--- config.mk ---
export PLATFORM = sky130hd
export DESIGN_NAME = gbf_refill_ctrl
export DESIGN_NICKNAME = d
export VERILOG_FILES = /design/src/rtl/accel_pkg.sv /design/src/rtl/rr_arbiter.sv /design/src/rtl/gbf_refill_ctrl.sv
export SDC_FILE = /design/constraint.sdc
export NUM_CORES = 1
export LEC_CHECK = 0
export ABC_AREA = 1
export CORE_AREA = 10 10 199 201
export DETAILED_ROUTE_END_ITERATION = 16
export DIE_AREA = 0 0 209 211
export GPL_ROUTABILITY_DRIVEN = 0
export HOLD_SLACK_MARGIN = 0.03
export PLACE_DENSITY = 0.44
export SETUP_SLACK_MARGIN = 0.2
export SLEW_MARGIN = 20
export SYNTH_ARGS = -nofsm -noshare
export SYNTH_HDL_FRONTEND = slang
export SYNTH_SLANG_ARGS = --single-unit
--- constraint.sdc ---
create_clock -name clk -period 5.2 [get_ports clk]
set_input_delay 0.52 -clock clk [delete_from_list [all_inputs] [get_ports clk]]
set_output_delay 0.52 -clock clk [all_outputs]
set_load 0.02 [all_outputs]
--- src/rtl/accel_pkg.sv ---
// Shared accelerator definitions: refill FSM encoding and GBF channel indices.
package accel_pkg;

  typedef enum logic [1:0] {
    ST_IDLE = 2'd0,
    ST_REQ  = 2'd1,
    ST_FILL = 2'd2,
    ST_DONE = 2'd3
  } refill_state_e;

  localparam int unsigned ACTV1      = 0;
  localparam int unsigned ACTV2      = 1;
  localparam int unsigned WGT1       = 2;
  localparam int unsigned WGT2       = 3;
  localparam int unsigned NUM_GBF_CH = 4;

endpackage

--- src/rtl/rr_arbiter.sv ---
// Round-robin arbiter: priority starts one past the last advanced grant.
module rr_arbiter #(
  parameter  int unsigned NUM_CH = 4,
  localparam int unsigned IDX_W  = $clog2(NUM_CH)
) (
  input  logic              clk,
  input  logic              reset,
  input  logic [NUM_CH-1:0] req,
  input  logic              advance,
  output logic [NUM_CH-1:0] grant,
  output logic [IDX_W-1:0]  grant_idx
);

  logic [IDX_W-1:0] prio_q;
  logic [IDX_W-1:0] cand;
  logic             found;

  // First requester at or after the priority pointer, wrapping around
  always_comb begin
    grant     = '0;
    grant_idx = '0;
    found     = 1'b0;
    cand      = '0;
    for (int unsigned k = 0; k < NUM_CH; k++) begin
      cand = IDX_W'((32'(prio_q) + k) % NUM_CH);
      if (!found && req[cand]) begin
        grant[cand] = 1'b1;
        grant_idx   = cand;
        found       = 1'b1;
      end
    end
  end

  always_ff @(posedge clk) begin
    if (reset) begin
      prio_q <= '0;
    end else if (advance && found) begin
      prio_q <= (grant_idx == IDX_W'(NUM_CH - 1)) ? '0 : grant_idx + IDX_W'(1);
    end
  end

endmodule

--- src/rtl/gbf_refill_ctrl.sv ---
// GBF refill controller: latches per-channel empty edges, arbitrates in IDLE,
// requests a burst from memory and streams GBF_DEPTH beats into the chosen GBF.
module gbf_refill_ctrl
  import accel_pkg::*;
#(
  parameter  int unsigned NUM_CH            = 4,
  parameter  int unsigned GBF_DATA_BITWIDTH = 256,
  parameter  int unsigned GBF_ADDR_BITWIDTH = 5,
  parameter  int unsigned GBF_DEPTH         = 32,
  localparam int unsigned CH_W              = $clog2(NUM_CH)
) (
  input  logic                         clk,
  input  logic                         reset,
  input  logic [NUM_CH-1:0]            need_data,
  output logic                         mem_req_valid,
  input  logic                         mem_req_ready,
  output logic [CH_W-1:0]              mem_req_ch,
  input  logic                         mem_rsp_valid,
  input  logic [GBF_DATA_BITWIDTH-1:0] mem_rsp_data,
  output logic                         mem_rsp_ready,
  output logic [NUM_CH-1:0]            gbf_w_en,
  output logic [GBF_ADDR_BITWIDTH-1:0] gbf_w_addr,
  output logic [GBF_DATA_BITWIDTH-1:0] gbf_w_data,
  output logic [NUM_CH-1:0]            fill_done,
  output logic                         busy
);

  localparam logic [GBF_ADDR_BITWIDTH-1:0] LAST_BEAT = GBF_ADDR_BITWIDTH'(GBF_DEPTH - 1);

  refill_state_e                state_q, state_d;
  logic [CH_W-1:0]              cur_ch_q, cur_ch_d;
  logic [GBF_ADDR_BITWIDTH-1:0] beat_q, beat_d;
  logic [NUM_CH-1:0]            pending_q, pending_d;
  logic [NUM_CH-1:0]            need_prev_q;
  logic [NUM_CH-1:0]            ch_oh;
  logic [NUM_CH-1:0]            grant;
  logic [CH_W-1:0]              grant_idx;
  logic                         arb_adv;

  assign ch_oh      = NUM_CH'(1) << cur_ch_q;
  assign mem_req_ch = cur_ch_q;

  rr_arbiter #(
    .NUM_CH (NUM_CH)
  ) u_rr_arbiter (
    .clk       (clk),
    .reset     (reset),
    .req       (pending_q),
    .advance   (arb_adv),
    .grant     (grant),
    .grant_idx (grant_idx)
  );

  always_ff @(posedge clk) begin
    if (reset) begin
      state_q <= ST_IDLE;
    end else begin
      state_q <= state_d;
    end
  end

  // need_prev clears on reset so a level already high counts as a fresh edge
  always_ff @(posedge clk) begin
    if (reset) begin
      cur_ch_q    <= '0;
      beat_q      <= '0;
      pending_q   <= '0;
      need_prev_q <= '0;
    end else begin
      cur_ch_q    <= cur_ch_d;
      beat_q      <= beat_d;
      pending_q   <= pending_d;
      need_prev_q <= need_data;
    end
  end

  always_comb begin
    state_d       = state_q;
    cur_ch_d      = cur_ch_q;
    beat_d        = beat_q;
    arb_adv       = 1'b0;
    mem_req_valid = 1'b0;
    mem_rsp_ready = 1'b0;
    gbf_w_en      = '0;
    gbf_w_addr    = '0;
    gbf_w_data    = '0;
    fill_done     = '0;
    busy          = 1'b0;

    unique case (state_q)
      ST_IDLE: begin
        if (|grant) begin
          arb_adv  = 1'b1;
          cur_ch_d = grant_idx;
          state_d  = ST_REQ;
        end
      end
      ST_REQ: begin
        busy          = 1'b1;
        mem_req_valid = 1'b1;
        if (mem_req_ready) begin
          beat_d  = '0;
          state_d = ST_FILL;
        end
      end
      ST_FILL: begin
        busy          = 1'b1;
        mem_rsp_ready = 1'b1;
        // Beats are written straight through in the cycle they are accepted
        if (mem_rsp_valid) begin
          gbf_w_en   = ch_oh;
          gbf_w_addr = beat_q;
          gbf_w_data = mem_rsp_data;
          if (beat_q == LAST_BEAT) begin
            state_d = ST_DONE;
          end else begin
            beat_d = beat_q + GBF_ADDR_BITWIDTH'(1);
          end
        end
      end
      ST_DONE: begin
        busy      = 1'b1;
        fill_done = ch_oh;
        state_d   = ST_IDLE;
      end
      default: begin
        state_d = ST_IDLE;
      end
    endcase

    // Edges on the channel currently being served are dropped
    pending_d = (pending_q & ~fill_done)
              | (need_data & ~need_prev_q & ~(busy ? ch_oh : NUM_CH'(0)));
  end

endmodule

==> impl_metrics.ini, run 1 <==
[pwr]
leakagePower_nw = 4.668
p_total_mw = 2.036
power_per_cell_area_mw_per_mm2 = 216.6
ir_worst_vdd_mv = 0.1562

[clock_tree]
tritoncts = done
cts_made_buffers = 3
root_buffer = clkbuf_16
clk_path_buf_depth = 2
htreeDepth = 1
clkTransAtPathRegs_ps = 60
ctsHoldBuffers = 0
cts.sinks = 19
clock_latency_ps = 260
cts_resized = 0
cts_setup_buffers = 0

[critical_path]
worst_setup_path_end_kind = primary output
worstPathCellList = inv_1 -> ha_1 -> nand2_4 -> buf_12 -> nor2_1 -> clkdlybuf4s50_1
path_class = reg2out
slowest_stage = clkdlybuf4s50_1
arrival_ps = 2980
reg2reg_to = u_rr_arbiter.prio_q[1]
cp-start-kind = flop
r2r_setup_slack_ps = 2660
reg2reg_depth = 15
startpoint = state_q[0]
cp_slowest_stage_delay_ps = 670
cp.required_ps = 4680
crit_fanout = 91
timing.rr.start = u_rr_arbiter.prio_q[0]

[die]
fp.coreArea_sq_mm = 0.03540
die_x_microns = 209
fp.dieH_microns = 211
die_area_sq_mm = 0.04410
rows = 69
pin_count = 538
initial_core_util_pct = 9.650

[hold_path]
worstHoldPathType = reg2reg
hold_start = need_prev_q[1]
hold_depth = 3
hold_end = pending_q[1]

[global_route]
use_met2_pct = 22.10
grt_max_degree = 92
grt_usage_pct = 11.32
grt_use_met3_pct = 4.391
grt_pass1_vias = 5865
antenna_found_initial = 4
grt_overflow = 0
grt_pass1_wl_mm = 38.63
use_met1_pct = 11.34
grt_busiest_layer = met2

[layout]
nets = 1542
multi_input_area_sq_mm = 0.001823
fillerInstances = 4006
drive_gt1_share_pct = 2.217
finalInstanceArea_sq_mm = 0.009402
final_util_pct = 26.56
register_area_sq_um = 380.4
area_delta_synth_final_pct = 175.2

[detailed_routing]
routed_wl_mm = 27.21
drc = 0
wl_per_cell_microns = 15.76
drtAntennaViolNets = 0
via_per_inst = 3.286
num_vias = 5675
first_pass_iters = 4
drt_iter0_drc = 298

[placed_design]
hpwl_mm = 24.20
placed_cell_area_sq_mm = 0.009311
place_ws_ps = 1791
io_buffer_count = 537

[timing]
maxSlewHeadroom_pct = 41.52
rsz0062_at_grt = no
period_needed_ps = 3498
drv_slew = 0
setup_viol = 0
post-route-period-util_pct = 67.26
hold_viol = 0
fin_ws_ps = 1702
worst_pin_slew_ps = 877.2
setup_tns_ps = 0
clock-skew-final_ps = 3.713
max_clock_freq_mhz = 285.9

[synthesis]
synth_ff_type = dfxtp_1
synth.distinct_cells = 24
synth_edf_count = 0
synthCells = 750
netlist.area_leader.share_pct = 32.75
ys_warn_count = 0
syn-num-nets = 1028
ys_ff_latch = 19
syn_avg_cell_area_sq_um = 4.554
synth_area_sq_mm = 0.003416
synth_top_area_cell = nor2_1
yosysMostFrequentCell = nor2_1
ys_top_cells_by_area = nor2_1 (33%), inv_1 (31%), dfxtp_1 (11%), ha_1 (5.1%), nand2_1 (4.2%)
synth-async-reset-ratio_pct = 0
synth_common_cells = nor2_1 (298), inv_1 (286), nand2_1 (38)
yosysSeqAreaShare_pct = 11.14

[job]
drv_cap = 0

[run_status]
status = completed
==> flip-flops by register name (all words and copies together), names as in the netlist <==
signal               cells
mem_req_ch               2
pending_q                4
u_rr_arbiter.prio_q      2
need_prev_q              4
state_q                  2
beat_q                   5
==> cell families after synthesis <==
| group | Yosys count | synth area share (%) |
|---|---|---|
| AND/OR/NAND/NOR | 367 | 43.52 |
| buffers and inverters | 321 | 35.71 |
| AO/OA/AOI/OAI | 28 | 4.249 |
| flip-flops | 19 | 11.14 |
| adder cells (fa/ha/maj) | 14 | 5.128 |
| XOR/XNOR | 1 | 0.2565 |
==> critical path: cells and delay by family (launching register included) <==
family | cells | cell delay, ps
buffers and inverters | 3 | 1230
DFF | 1 | 340
adders and majority gates | 1 | 400
and+or+nand+nor | 2 | 690
==> power breakdown <==
| part | leakage, nW | total [mW] | switching [mW] | internal, mW |
|---|---|---|---|---|
| Clock | 0.0371 | 0.165 | 0.0613 | 0.104 |
| Sequential | 0.157 | 0.226 | 0.0451 | 0.181 |
| Combinational | 4.47 | 1.64 | 0.910 | 0.735 |
| Total | 4.67 | 2.04 | 1.02 | 1.02 |
==> routing by layer <==
layer  wire (microns)  vias to the layer above
met5               13                        -
met4              151                        2
met3             2605                       11
met2            14770                      248
met1             9669                     2395
li1                 -                     3019
==> layout by cell type (no fill, tap or decap), drive strengths merged <==
cell type	instances
o21ai	12
nor3	1
a211oi	2
ha	14
nand2	49
nand3	15
nor2	299
nand4	2
inv	290
buf	3
a21oi	14
diode	3
clkinvlp	1
clkdlybuf4s50	537
dfxtp	19
clkbuf	3
xor2	1
nand3b	1
==> area by class of cell <==
| type | instances | area share, % |
|---|---|---|
| clock inverters | 1 | 0.07985 |
| well taps | 461 | 6.135 |
| clock buffers | 3 | 0.7985 |
| diodes | 3 | 0.07985 |
| repair buffers | 540 | 57.81 |
| inverters | 290 | 11.66 |
| flip-flops and latches | 19 | 4.046 |
| multi-input cells | 410 | 19.39 |
==> metrics by stage <==
step	cells	hold WS [ps]
2_1_floorplan	750	456.4
3_3_place_gp	1720	479.6
6_report	1727	508.5
3_5_place_dp	1720	488.4
4_1_cts	1724	508.5
5_1_grt	1727	539.7
==> worst max-delay path by stage <==
stage,endpoint,slack [ps],cells after the start
2_1_floorplan,gbf_w_data[209],3030,6
3_3_place_gp,gbf_w_data[223],1810,5
3_5_place_dp,gbf_w_data[128],1790,5
4_1_cts,gbf_w_data[128],1620,6
5_1_grt,gbf_w_data[225],1440,6
6_report,gbf_w_data[116],1700,6
No activity file was read; power rests on OpenSTA's default activity.
==> run 2, diff against run 1 <==
- CORE_AREA: 10 10 199 201 -> 10 10 201 203
- DIE_AREA: 0 0 209 211 -> 0 0 211 213
- clock period: 5.2 -> 3.4 ns (I/O delays scaled with it)
==> run 2 against run 1 <==
Against the previous run: clock power up 50%; clock skew down 1.9 ps; via count is 0.44% higher; setup slack lost 1200 ps; flip-flop and latch count stayed put; total power increased by 53%; sequential power rose by 44%.
==> impl_metrics.ini, run 2 (same netlist as run 1, synthesis figures left out) <==
[pwr]
leakagePower_nw = 4.686
seqPwrFrac_pct = 10.4
switching_share_pct = 49.84
power_per_cell_area_mw_per_mm2 = 331.4
p_int_mw = 1.567
p_comb_share_pct = 81.7
clkPwrFrac_pct = 7.9
ir_worst_vdd_mv = 0.1323
power.switching_mw = 1.557

[timing]
maxSlewHeadroom_pct = 69.92
setup_tns_ps = 0
worst_hold_slack_ps = 489.8
fin_ws_ps = 467.9
rsz0062_at_grt = no
clock-skew-final_ps = 1.798
worst_pin_slew_ps = 449.9
period_needed_ps = 2932
setup_viol = 0
max_clock_freq_mhz = 341.1
drv_slew = 0
hold_viol = 0
post-route-period-util_pct = 86.24

[detailed_routing]
first_pass_iters = 4
drtAntennaViolNets = 0
drt_iter0_drc = 243
num_vias = 5700
wl_per_cell_microns = 16.65
routed_wl_mm = 28.92
via_per_inst = 3.282
drc = 0

[clock_tree]
cts_setup_buffers = 0
cts_made_buffers = 3
tritoncts = done
root_buffer = clkbuf_16
clk_path_buf_depth = 2
ctsHoldBuffers = 0
clkTransAtPathRegs_ps = 60
cts.sinks = 19
htreeDepth = 1
cts_resized = 0
clock_latency_ps = 250

[layout]
top_register = beat_q
final_util_pct = 26.01
final_cell_mix = clkdlybuf4s50_1 (537), nor2_1 (298), inv_1 (286)
area_delta_synth_final_pct = 176.1
fin_cells = 1737
largest_reg_flops = 5
nets = 1545
drive_gt1_share_pct = 2.449
fillerInstances = 4120
mostFrequentLayoutCell = clkdlybuf4s50_1
reg_top3 = beat_q: 5 flops, need_prev_q: 4 flops, pending_q: 4 flops

[die]
initial_core_util_pct = 9.420
die_area_sq_mm = 0.04494
fp.coreArea_sq_mm = 0.03626
fp.dieH_microns = 213
rows = 70
pin_count = 538
die_x_microns = 211

[run_status]
status = completed

[placed_design]
hpwl_mm = 25.71
place_ws_ps = 718.4
io_buffer_count = 537
dp_cells = 1730

[critical_path]
crit_fanout = 29
path_class = reg2out
worst_setup_path_end_kind = primary output
arrival_ps = 2590
cp-start-kind = flop
cp.required_ps = 3060

[global_route]
grt_max_degree = 88
grt_pass1_vias = 5934
antenna_found_initial = 3
grt_usage_pct = 11.82
grt_overflow = 0
grt_pass1_wl_mm = 39.92

[job]
drv_cap = 0

[hold_path]
worstHoldPathType = reg2reg
-- run 2: path summary, 6_finish.rpt --
path | from | end | slack [ps] | cells after the start
worst max register to register | u_rr_arbiter.prio_q[1] | u_rr_arbiter.prio_q[1] | 950 | 15
worst max-delay path | state_q[0] | gbf_w_data[68] | 470 | 6
worst min-delay path | beat_q[4] | beat_q[4] | 490 | 2
worst min register to register | beat_q[4] | beat_q[4] | 490 | 2
-- run 2: through the flow --
stage / instance area (sq um) / power (mW)
3_3_place_gp: 9343 / 2.912
3_5_place_dp: 9343 / 2.905
5_1_grt: 9430 / 3.404
4_1_cts: 9423 / 3.176
6_report: 9430 / 3.125
2_1_floorplan: 3416 / 1.689
-- run 2: routing by layer --
metal	global-route usage [%]	up-vias	wire length, microns
li1	-	3032	-
met1	12.16	2433	10450
met2	22.41	230	15570
met3	4.795	5	2839
met4	1.499	0	53
met5	0	-	0
-- run 2: final cells by class --
cell class / instances / area [sq um] / share of cell area (%)
Tap cell: 468 / 585.6 / 6.209
Clock buffer: 3 / 75.07 / 0.7961
Sequential cell: 19 / 380.4 / 4.033
Multi-Input combinational cell: 410 / 1823 / 19.33
Antenna cell: 3 / 7.507 / 0.07961
Timing Repair Buffer: 543 / 5458 / 57.87
Inverter: 290 / 1096 / 11.62
Clock inverter: 1 / 5.005 / 0.05307
-- run 2: power by group through the flow --
stage | logic [mW] | clock network [mW] | registers [mW]
after floorplan | 1.36 | 0 | 0.329
after global placement | 2.58 | 0 | 0.329
after detailed placement | 2.57 | 0 | 0.331
after CTS | 2.59 | 0.257 | 0.326
after global routing | 2.80 | 0.266 | 0.335
final | 2.55 | 0.247 | 0.326
-- run 2: critical path: stages, from the launching register on --
cell	delay, ps
dfxtp_1	340
inv_1	110
ha_1	360
nand2_4	320
buf_4	350
nor2_1	170
clkdlybuf4s50_1	660
==> run 3, diff against run 2 <==
- SLEW_MARGIN: 20 -> 10
==> results of run 3 <==
Same layout as run 2: the final DEF is identical, and so are final timing and power.
